### config.mk
export PLATFORM = sky130hd
export DESIGN_NAME = pipe_hazard_ctrl
export DESIGN_NICKNAME = d
export VERILOG_FILES = /design/src/rtl/pipe_hazard_ctrl.sv
export SDC_FILE = /design/constraint.sdc
export NUM_CORES = 1
export LEC_CHECK = 0
export ABC_AREA = 0
export CORE_MARGIN = 3
export CORE_UTILIZATION = 57
export DETAILED_ROUTE_END_ITERATION = 12
export DONT_BUFFER_PORTS = 1
export HOLD_SLACK_MARGIN = 0.1
export PLACE_DENSITY = 0.71
export SLEW_MARGIN = 20
export SYNTH_ARGS = -nofsm -noshare
export SYNTH_HDL_FRONTEND = slang
export SYNTH_SLANG_ARGS = --single-unit
### constraint.sdc
create_clock -name clk -period 3.9 [get_ports clk]
set_input_delay 0.195 -clock clk [delete_from_list [all_inputs] [get_ports clk]]
set_output_delay 0.195 -clock clk [all_outputs]
set_load 0.01 [all_outputs]
### src/rtl/pipe_hazard_ctrl.sv
// pipe_hazard_ctrl: hazard, forwarding and flush controller for the in-order
// pipeline. Keeps a shadow copy of each post-decode stage's destination tag.
// From that shadow it produces load-use stalls, per-operand forwarding
// selects and redirect flushes.
//
// Optional build macro: HAZ_PERF_CNT_EN adds 32-bit stall/flush/forward
// event counters (stall_cnt, flush_cnt, fwd_cnt).
//
// Ports:
//   clk, rst            clock (rising edge), asynchronous active-low reset
//   d_valid             decode stage holds a real instruction
//   d_rs/d_rs_used      source A address and read enable
//   d_rt/d_rt_used      source B address and read enable
//   d_wen/d_waddr       decode destination write enable and address
//   d_is_load           decode instruction is a load
//   ex_redirect         control transfer resolved in REDIRECT_STAGE
//   pc_stall            hold PC                         (combinational)
//   ifid_stall          hold IF/ID                      (combinational)
//   idex_bubble         load NOP into ID/EX             (combinational)
//   ifid_flush          clear IF/ID                     (combinational)
//   idex_flush          clear ID/EX                     (combinational)
//   fwd_a/fwd_b         registered EX operand source: 0 = regfile, k = stage k
//
// SEL_W must satisfy 2**SEL_W > DEPTH so every stage index fits in a select.
module pipe_hazard_ctrl #(
    parameter int unsigned NREG_W         = 4,
    parameter int unsigned DEPTH          = 3,
    parameter int unsigned LOAD_AVAIL     = 3,
    parameter int unsigned ALU_AVAIL      = 2,
    parameter int unsigned REDIRECT_STAGE = 2,
    parameter int unsigned SEL_W          = 2
) (
    input  logic              clk,
    input  logic              rst,
    input  logic              d_valid,
    input  logic [NREG_W-1:0] d_rs,
    input  logic              d_rs_used,
    input  logic [NREG_W-1:0] d_rt,
    input  logic              d_rt_used,
    input  logic              d_wen,
    input  logic [NREG_W-1:0] d_waddr,
    input  logic              d_is_load,
    input  logic              ex_redirect,
    output logic              pc_stall,
    output logic              ifid_stall,
    output logic              idex_bubble,
    output logic              ifid_flush,
    output logic              idex_flush,
    output logic [SEL_W-1:0]  fwd_a,
    output logic [SEL_W-1:0]  fwd_b
`ifdef HAZ_PERF_CNT_EN
    ,
    output logic [31:0]       stall_cnt,
    output logic [31:0]       flush_cnt,
    output logic [31:0]       fwd_cnt
`endif
);

    // Shadow of one post-decode stage.
    typedef struct packed {
        logic              valid;
        logic              wen;
        logic [NREG_W-1:0] waddr;
        logic              is_load;
    } entry_t;

    entry_t ent [1:DEPTH];

    logic [SEL_W:0]   res_a;
    logic [SEL_W:0]   res_b;
    logic             haz_a;
    logic             haz_b;
    logic [SEL_W-1:0] sel_a;
    logic [SEL_W-1:0] sel_b;
    logic             hazard;
    logic             issue;

    // Resolve one source operand against the shadow.
    // Returns {unforwardable_hit, select}; the nearest (youngest) match wins
    // because the scan runs oldest-first and later hits overwrite earlier ones.
    function automatic logic [SEL_W:0] resolve(input logic [NREG_W-1:0] src,
                                                input logic              used);
        logic             hit;
        logic             ok;
        logic [SEL_W-1:0] sel;
        int               need;
        hit  = 1'b0;
        ok   = 1'b1;
        sel  = '0;
        need = 0;
        for (int k = int'(DEPTH); k >= 1; k--) begin
            if (used && (src != '0) && ent[k].valid && ent[k].wen &&
                (ent[k].waddr == src)) begin
                hit  = 1'b1;
                need = ent[k].is_load ? int'(LOAD_AVAIL) : int'(ALU_AVAIL);
                // Producer will sit one stage further on once the consumer is in EX.
                ok   = ((k + 1) >= need);
                // Past the last tracked stage the regfile already holds the value.
                sel  = ((k + 1) <= int'(DEPTH)) ? SEL_W'(k + 1) : '0;
            end
        end
        return {hit & ~ok, sel};
    endfunction

    // Per-operand resolution, stall and flush decisions.
    always_comb begin
        res_a  = resolve(d_rs, d_rs_used);
        res_b  = resolve(d_rt, d_rt_used);
        haz_a  = res_a[SEL_W];
        haz_b  = res_b[SEL_W];
        sel_a  = res_a[SEL_W-1:0];
        sel_b  = res_b[SEL_W-1:0];
        hazard = d_valid & (haz_a | haz_b);
        issue  = d_valid & ~hazard & ~ex_redirect;
    end

    // Redirect overrides any stall: the stalled instruction is flushed instead.
    assign pc_stall    = hazard & ~ex_redirect;
    assign ifid_stall  = hazard & ~ex_redirect;
    assign idex_bubble = hazard & ~ex_redirect;
    assign ifid_flush  = ex_redirect;
    assign idex_flush  = ex_redirect;

    // Shadow pipeline; a redirect kills entries younger than the redirecting stage.
    always_ff @(posedge clk or negedge rst) begin
        if (!rst) begin
            for (int k = 1; k <= int'(DEPTH); k++) begin
                ent[k] <= '0;
            end
        end else begin
            if (issue) begin
                ent[1] <= '{valid: 1'b1, wen: d_wen, waddr: d_waddr, is_load: d_is_load};
            end else begin
                ent[1] <= '0;
            end
            for (int k = 1; k < int'(DEPTH); k++) begin
                ent[k+1] <= ent[k];
                if (ex_redirect && (k < int'(REDIRECT_STAGE))) begin
                    ent[k+1].valid <= 1'b0;
                end
            end
        end
    end

    // Forwarding selects, valid while the issued instruction is in EX.
    always_ff @(posedge clk or negedge rst) begin
        if (!rst) begin
            fwd_a <= '0;
            fwd_b <= '0;
        end else if (issue) begin
            fwd_a <= sel_a;
            fwd_b <= sel_b;
        end else begin
            fwd_a <= '0;
            fwd_b <= '0;
        end
    end

`ifdef HAZ_PERF_CNT_EN
    // Wrapping event counters.
    always_ff @(posedge clk or negedge rst) begin
        if (!rst) begin
            stall_cnt <= '0;
            flush_cnt <= '0;
            fwd_cnt   <= '0;
        end else begin
            if (pc_stall) begin
                stall_cnt <= stall_cnt + 32'd1;
            end
            if (ex_redirect) begin
                flush_cnt <= flush_cnt + 32'd1;
            end
            if (issue && ((sel_a != '0) || (sel_b != '0))) begin
                fwd_cnt <= fwd_cnt + 32'd1;
            end
        end
    end
`endif

endmodule

# Word-level counts from Yosys, hierarchy flattened
# Index checks and enable logic that the tools add are counted.
[totals]
inputBits = 20
output_inout_bits = 9
regBits = 25
[classes]
bitwise = 11
n_eq_ne = 6
order_cmp = 3
mux = 23
reduce_logical = 22
[op_table]
columns = ["op", "count"]
rows = [
  ["4-bit equality test", 6],
  ["1-bit logical AND", 20],
  ["1-bit 2-to-1 mux", 16],
  ["2-bit 2-to-1 mux", 6],
  ["4-bit nonzero test", 2],
  ["7-bit 2-to-1 mux", 1],
  ["1-bit AND", 6],
  ["2-bit >= comparator, first input constant", 2],
  ["1-bit inverter", 4],
  ["3-bit by 2-bit >= comparator with 1-bit output, first input constant", 1],
  ["1-bit OR", 1],
]

# Longest topological paths before layout
# Gate-level depths: netlist of the first run.
[logic_depth]
word_depth = 16
ltp_mapped = 5
ltp_nobuf = 4

# Worst setup path after synthesis of the first run
# OpenSTA, ideal clock, no wires.
[synth_timing]
kind = "reg-to-output"
start = "register ent[15] (netlist bit)"
end = "output ifid_stall"
stages_incl_launch_ff = 6
t_arrival_ns = 1.306
setup_slack_ns = 2.399
cell_sequence = "dfrtp_1 -> xnor2_1 -> nand4_1 -> o22ai_1 -> and3_1 -> buf_4"
[synth_between]
elab_chain_cells = 8
word_cells_on_any_way = 15
cone_classes = "eq/ne (2); mux (4); bitwise (7); reduce/logical (2)"
[synth_lines]
columns = ["element", "line", "source"]
rows = [
  ["from (decl)", "67", "entry_t ent [1:DEPTH];"],
  ["from (signal, indexed assignment)", "137", "ent[k+1] <= ent[k];"],
  ["4-bit equality test", "93", "(ent[k].waddr == src)) begin"],
  ["1-bit logical AND", "92", "if (used && (src != '0) && ent[k].valid && ent[k].wen &&"],
  ["1-bit 2-to-1 mux", "92", ""],
  ["1-bit inverter", "102", "return {hit & ~ok, sel};"],
  ["1-bit AND", "102", ""],
  ["1-bit OR *", "113", "hazard = d_valid & (haz_a | haz_b);"],
  ["1-bit AND *", "113", ""],
  ["1-bit AND *", "-", ""],
  ["to (decl)", "45", "output logic ifid_stall,"],
]
# Every way passes the cells marked *; elsewhere a longest branch is shown, timed or not.

# Worst setup path after layout of the first run
[layout_timing]
start = "register ent[17] (netlist bit)"
end = "output ifid_stall"
# Same word-level chain as after synthesis.

==> reports/results.ini, run 1 <==
[run_status]
outcome = complete, no violations

[clocking]
tritoncts_num_sinks = 17
clk_root_buffer_cell = sky130_fd_sc_hd__clkbuf_4
post-cts-setup-buffers = 0
clkLatencyLatePin_ns = 0.28
cts.repair.resized = 0
clk_pin_slew_worst_paths_ns = 0.09
max-clock-path-buffers = 2
h_tree_depth_reported_by_cts = 1
numCtsBuffers = 3
cts_tree = yes

[critical_path]
critPathMaxFanout = 4
critical_path_endpoint = ifid_stall
r2r_slack_ns = 2.33
worstPathArrival_ns = 1.71
worst_r2r_startpoint = ent[16]$_DFF_PN0_
critical_path_required_ns = 3.70
timing.critical_path.to_type = output port
start_kind = flop
rr_worst_depth = 4
critPathLaunch = ent[17]$_DFF_PN0_
r2r_end = ent[17]$_DFF_PN0_
critPathKind = reg -> out

[pwr]
leakagePower_nw = 0.4075
peakVddDrop_uv = 251.9
power-per-cell-area_nw_per_um2 = 315.5

[timing]
grt_setup_unrepaired = no
setup_viol = 0
period_share_pct = 48.86
slew-limit-headroom_pct = 51.75
finalClockSkew_ns = 0.007793
final.min_clock_period_ns = 1.906
worstMarginPinSlew_ns = 0.7214
timing_max_transition_violations_final = 0
hold_viol = 0
finalSetupTns_ns = 0
fmax_mhz = 524.8

[die]
core-area_sq_um = 1383
floorplan.initialDensity_pct = 63.98
row_count = 13
fp.dieArea_sq_um = 2061
boundaryPins = 29
die_outline_width_um = 45.40
die_h_um = 45.40

[place]
input_output_buffers = 0
placed_area_sq_um = 873.3
gp_congestion = 0.8100
dp.final_hpwl_mm = 1.202

[yosys]
synth_enable_flop_cells = 0
synth.cell_area_sq_um = 884.6
synth_top_cells_by_area = sky130_fd_sc_hd__dfrtp_1 (48%), sky130_fd_sc_hd__xnor2_1 (7.9%), sky130_fd_sc_hd__xor2_1 (6.9%)
synth_top_cells_by_count = sky130_fd_sc_hd__dfrtp_1 (17), sky130_fd_sc_hd__xnor2_1 (8), sky130_fd_sc_hd__nor3b_1 (7), sky130_fd_sc_hd__xor2_1 (7)
yosys_register_bits = 17
ys.flop_type = sky130_fd_sc_hd__dfrtp_1
synth-warning-count = 0
synth_top_area_cell = sky130_fd_sc_hd__dfrtp_1
syn-mean-instance-area_sq_um = 12.12
synth.distinct_cells = 28
yosysMostFrequentCell = sky130_fd_sc_hd__dfrtp_1
postSynth.asyncResetShare_pct = 100.0
synth_top_area_share_pct = 48.09
synth.yosys.seq_area_share_pct = 48.09
mappedNetlistNets = 93
post_synth_inst_count = 73

[drt]
drc_errors = 0
drtIter0Drc = 0
routed_wire_length_per_instance_um = 16.19
finalWirelength_mm = 1.554
via_count = 555
route.detailed.vias_per_inst = 5.781
drt.antenna.violating_nets = 0
detail_route.first_pass.iterations = 1

[global_route]
number_of_global_route_vias_before_repair = 616
grt_first_pass_wirelength_mm = 2.677
globalRouteTotalUtil_pct = 18.38
globalRouteOverflowTotal = 0
maximum_number_of_pins_on_one_net_before_global_route_repair = 18
antenna_violations_before_repair = 0

[final_layout]
area_growth_pct = 10.75
final_design_area_no_fill_sq_um = 979.7
fill_cells = 107
register_area_sq_um = 425.4
multiInputGateArea_sq_um = 425.4
final_layout_size_suffix_gt1_share_pct = 14.81
nNetsFinal = 102
antenna_diode_count = 0

[run]
maxCapViolCount = 0

[hold_path]
min_path_cells = 2
worstHoldPathType = in -> reg

cell usage in the layout (no fill, tap or decap), types with 2 or more instances in the layout:
master and count:
sky130_fd_sc_hd__xnor2_1 8, sky130_fd_sc_hd__xor2_1 7, sky130_fd_sc_hd__dlygate4sd3_1 8, sky130_fd_sc_hd__clkbuf_4 3, sky130_fd_sc_hd__nand4_1 2, sky130_fd_sc_hd__dfrtp_1 17, sky130_fd_sc_hd__nor2b_1 2, sky130_fd_sc_hd__nor2_1 4
sky130_fd_sc_hd__nor3b_1 7, sky130_fd_sc_hd__and3_1 2, sky130_fd_sc_hd__o211ai_1 2
power by group:
| group | internal [mW] | switching, mW |
|---|---|---|
| clock | 0.0397 | 0.0480 |
| combinational | 0.0200 | 0.0158 |
| sequential | 0.181 | 0.00423 |
worst min-delay path by stage:
stage / slack, ns / endpoint / start
final: 0.18 / fwd_b[0]$_DFF_PN0_ / ex_redirect
after detailed placement: -0.10 / ent[10]$_DFF_PN0_ / rst
after global routing: 0.17 / fwd_b[0]$_DFF_PN0_ / ex_redirect
after CTS: 0.17 / fwd_b[0]$_DFF_PN0_ / ex_redirect
after floorplan: -0.10 / ent[10]$_DFF_PN0_ / rst
after global placement: -0.1 / ent[10]$_DFF_PN0_ / rst
flip-flops by register name, summed over array words and instances, names as in the netlist:
signal  cells
ent        13
fwd_a       2
fwd_b       2
logic make-up after synthesis:
kind of cell	Yosys count	synth area share (%)
buffers and inverters	5	3.819
AO/OA/AOI/OAI	7	8.628
AND/OR/NAND/NOR	29	24.61
XOR/XNOR	15	14.85
flip-flops	17	48.09
routing by layer:
layer	wire (um)	part of all wire, %	GRT usage [%]
met5	0	0	0
met3	91	5.9	3.557
met2	812	52	31.20
met4	11	0.71	7.018
met1	638	41	22.82
final cells by class:
class / instances / share of cell area, %
Sequential cell: 17 / 43.42
Timing Repair Buffer: 8 / 8.174
Clock buffer: 4 / 2.682
Inverter: 1 / 0.3831
Multi-Input combinational cell: 51 / 43.42
Tap cell: 15 / 1.916
critical path, stage by stage, from the launching register on:
cell and delay (ns):
sky130_fd_sc_hd__dfrtp_1 0.43, sky130_fd_sc_hd__xnor2_1 0.18, sky130_fd_sc_hd__nand4_1 0.23, sky130_fd_sc_hd__o22ai_1 0.23
sky130_fd_sc_hd__and3_1 0.37
stage by stage:
stage | power (mW) | util (%) | hold slack [ns] | worst slack [ns] | std cells
after floorplan | 0.2142 | - | -0.1006 | 2.399 | 73
after global placement | 0.2152 | 63.17 | -0.09995 | 2.358 | 84
after detailed placement | 0.2158 | 63.17 | -0.1000 | 2.312 | 84
after CTS | 0.3140 | 70.86 | 0.1674 | 1.987 | 96
after global routing | 0.3249 | 70.86 | 0.1668 | 1.906 | 96
final | 0.3091 | 70.86 | 0.1785 | 1.994 | 96
repair_timing:
item,in CTS,in global routing
hold buffers,8,0
setup endpoints to repair,0,0
hold endpoints to repair,24,0
Power figures use the tool's default switching activity.
==> run 2, diff against run 1 <==
--- a/config.mk
+++ b/config.mk
@@ -7,11 +7,11 @@
 export LEC_CHECK = 0
 export ABC_AREA = 0
 export CORE_MARGIN = 3
-export CORE_UTILIZATION = 57
+export CORE_UTILIZATION = 52
 export DETAILED_ROUTE_END_ITERATION = 12
 export DONT_BUFFER_PORTS = 1
 export HOLD_SLACK_MARGIN = 0.1
-export PLACE_DENSITY = 0.71
+export PLACE_DENSITY = 0.69
 export SLEW_MARGIN = 20
 export SYNTH_ARGS = -nofsm -noshare
 export SYNTH_HDL_FRONTEND = slang
==> constraint.sdc (replaced) <==
create_clock -name clk -period 1.64 [get_ports clk]
set_input_delay 0.082 -clock clk [delete_from_list [all_inputs] [get_ports clk]]
set_output_delay 0.082 -clock clk [all_outputs]
set_load 0.01 [all_outputs]
==> run 2 against run 1 <==
  * Routed wire length grew 7.6%
  * Clock power increased by 140%
  * Highest routed layer unchanged
  * First-iteration DRC count rose by 11
  * Sequential power is 140% higher
  * Clock skew is 0.0033 ns lower
  * Register-to-register slack worse by 2.2 ns
  * Worst hold slack worse by 0.032 ns
  * Core utilization down 3.6 points
  * Global-route usage is 2.2 points lower
  * Largest cell class is now multi-input combinational cells
  * Critical path depth unchanged
  * Combinational power rose to 2.8 times the previous value
==> reports/results.ini, run 2 (same netlist as run 1, synthesis figures left out) <==
[critical_path]
critical_path_required_ns = 1.56
critical_path_buf_inv_count = 0
cp_cell_sequence = nor2_1 -> a31oi_4 -> o22ai_1 -> and3_4
start_kind = flop
critPathKind = reg -> out
worstPathArrival_ns = 1.46
critPathMaxFanout = 4
critical_path.slowest_cell = sky130_fd_sc_hd__dfrtp_1
cpPeakStageDelay_ns = 0.43
timing.critical_path.to_type = output port
path_delay_family = simple AND/OR/NAND/NOR gates

[drt]
finalWirelength_mm = 1.672
detail_route.first_pass.iterations = 3
route.detailed.vias_per_inst = 5.706
drc_errors = 0
via_count = 582
routed_wire_length_per_instance_um = 16.39
drtIter0Drc = 11
drt.antenna.violating_nets = 0

[die]
core-area_sq_um = 1559
boundaryPins = 29
floorplan.initialDensity_pct = 56.74
die_outline_width_um = 47.25
row_count = 14
fp.dieArea_sq_um = 2232
die_h_um = 47.25

[clocking]
h_tree_depth_reported_by_cts = 1
clk_pin_slew_worst_paths_ns = 0.09
clkLatencyLatePin_ns = 0.28
tritoncts_num_sinks = 17
numCtsBuffers = 3
max-clock-path-buffers = 2
cts_tree = yes
clk_root_buffer_cell = sky130_fd_sc_hd__clkbuf_4

[final_layout]
area_growth_pct = 18.53
final_layout_size_suffix_gt1_share_pct = 19.77
register_area_sq_um = 425.4
fill_cells = 127
multiInputGateArea_sq_um = 437.9
fin_cells = 102
largest_register_ff_count = 13
final_common_cell = sky130_fd_sc_hd__dfrtp_1
top_regs = ent: 13 flops, fwd_a: 2 flops, fwd_b: 2 flops
final_cell_mix = sky130_fd_sc_hd__dfrtp_1 (17), sky130_fd_sc_hd__dlygate4sd3_1 (10), sky130_fd_sc_hd__xnor2_1 (7), sky130_fd_sc_hd__nor3b_1 (7), sky130_fd_sc_hd__xor2_1 (7)
largest_register = ent
final_design_area_no_fill_sq_um = 1049
nNetsFinal = 107
antenna_diode_count = 0

[timing]
setup_viol = 0
finalClockSkew_ns = 0.004446
final.min_clock_period_ns = 1.547
worstMarginPinSlew_ns = 0.7586
timing_max_transition_violations_final = 0
hold_viol = 0
period_share_pct = 94.32
fmax_mhz = 646.5
finalSetupTns_ns = 0
timing.final.ws_setup_ns = 0.09317
slew-limit-headroom_pct = 49.26
grt_setup_unrepaired = yes

[pwr]
peakVddDrop_uv = 509.3
p_total_mw = 0.7554
leakagePower_nw = 0.4369
power-per-cell-area_nw_per_um2 = 720.4

[global_route]
maximum_number_of_pins_on_one_net_before_global_route_repair = 18
grt_first_pass_wirelength_mm = 2.525
number_of_global_route_vias_before_repair = 584
globalRouteOverflowTotal = 0
globalRouteTotalUtil_pct = 16.22
antenna_violations_before_repair = 0

[place]
input_output_buffers = 0
dp.final_hpwl_mm = 1.212
preCtsSetupSlack_ns = 0.06486
gp_congestion = 0.7960
placedCellCount = 85
placed_area_sq_um = 874.6

[run]
maxCapViolCount = 0

[hold_path]
worstHoldPathType = in -> reg

[run_status]
outcome = complete, no violations

-- run 2: cell count changes in the layout (fill, tap and decap cells not counted), sizes merged --
cell         delta
buf             +3
dlygate4sd3     +2
-- run 2: power breakdown --
part           switching, mW  internal (mW)  total [mW]
Sequential            0.0104          0.431       0.442
Clock                  0.120         0.0944       0.214
Combinational         0.0424         0.0570      0.0994
Total                  0.173          0.583       0.755
-- run 2: path summary, 6_finish.rpt --
check,start,endpoint,slack (ns),depth (start not counted)
setup / recovery,ent[17]$_DFF_PN0_,ifid_stall,0.09,4
hold / removal,d_rt[2],fwd_b[0]$_DFF_PN0_,0.15,2
setup reg to reg,ent[18]$_DFF_PN0_,fwd_b[1]$_DFF_PN0_,0.12,5
max in group asynchronous,rst,ent[19]$_DFF_PN0_,0.86,1
min in group asynchronous,rst,ent[9]$_DFF_PN0_,0.30,1
hold reg to reg,ent[19]$_DFF_PN0_,ent[12]$_DFF_PN0_,0.38,0
-- run 2: repair_timing --
action | 4_1_cts | 5_1_grt
endpoints found under the hold margin | 29 | 0
endpoints found under the setup margin | 3 | 13
pin swaps | 2 | 2
hold buffers | 10 | 0
buffers inserted | 2 | 1
gates resized for setup | 2 | 1
gates cloned | 0 | 0
-- run 2: through the flow --
stage / hold WS [ns] / util (%)
after floorplan: -0.2136 / -
after CTS: 0.1330 / 65.73
after detailed placement: -0.2132 / 56.10
final: 0.1469 / 67.26
after global placement: -0.2132 / 56.10
after global routing: 0.1625 / 67.26
-- run 2: metal layers --
metal / global-route usage [%] / share of wire, % / up-vias
li1: - / - / 281
met1: 21.43 / 46 / 284
met2: 26.47 / 49 / 15
met3: 2.299 / 4.2 / 2
met4: 6.630 / 0.54 / 0
met5: 0 / 0 / -
-- run 2: layout make-up --
| type | count | area share, % |
|---|---|---|
| Multi-Input combinational cell | 51 | 41.77 |
| Clock buffer | 4 | 2.506 |
| Sequential cell | 17 | 40.57 |
| Timing Repair Buffer | 13 | 12.89 |
| Tap cell | 16 | 1.909 |
| Inverter | 1 | 0.3580 |
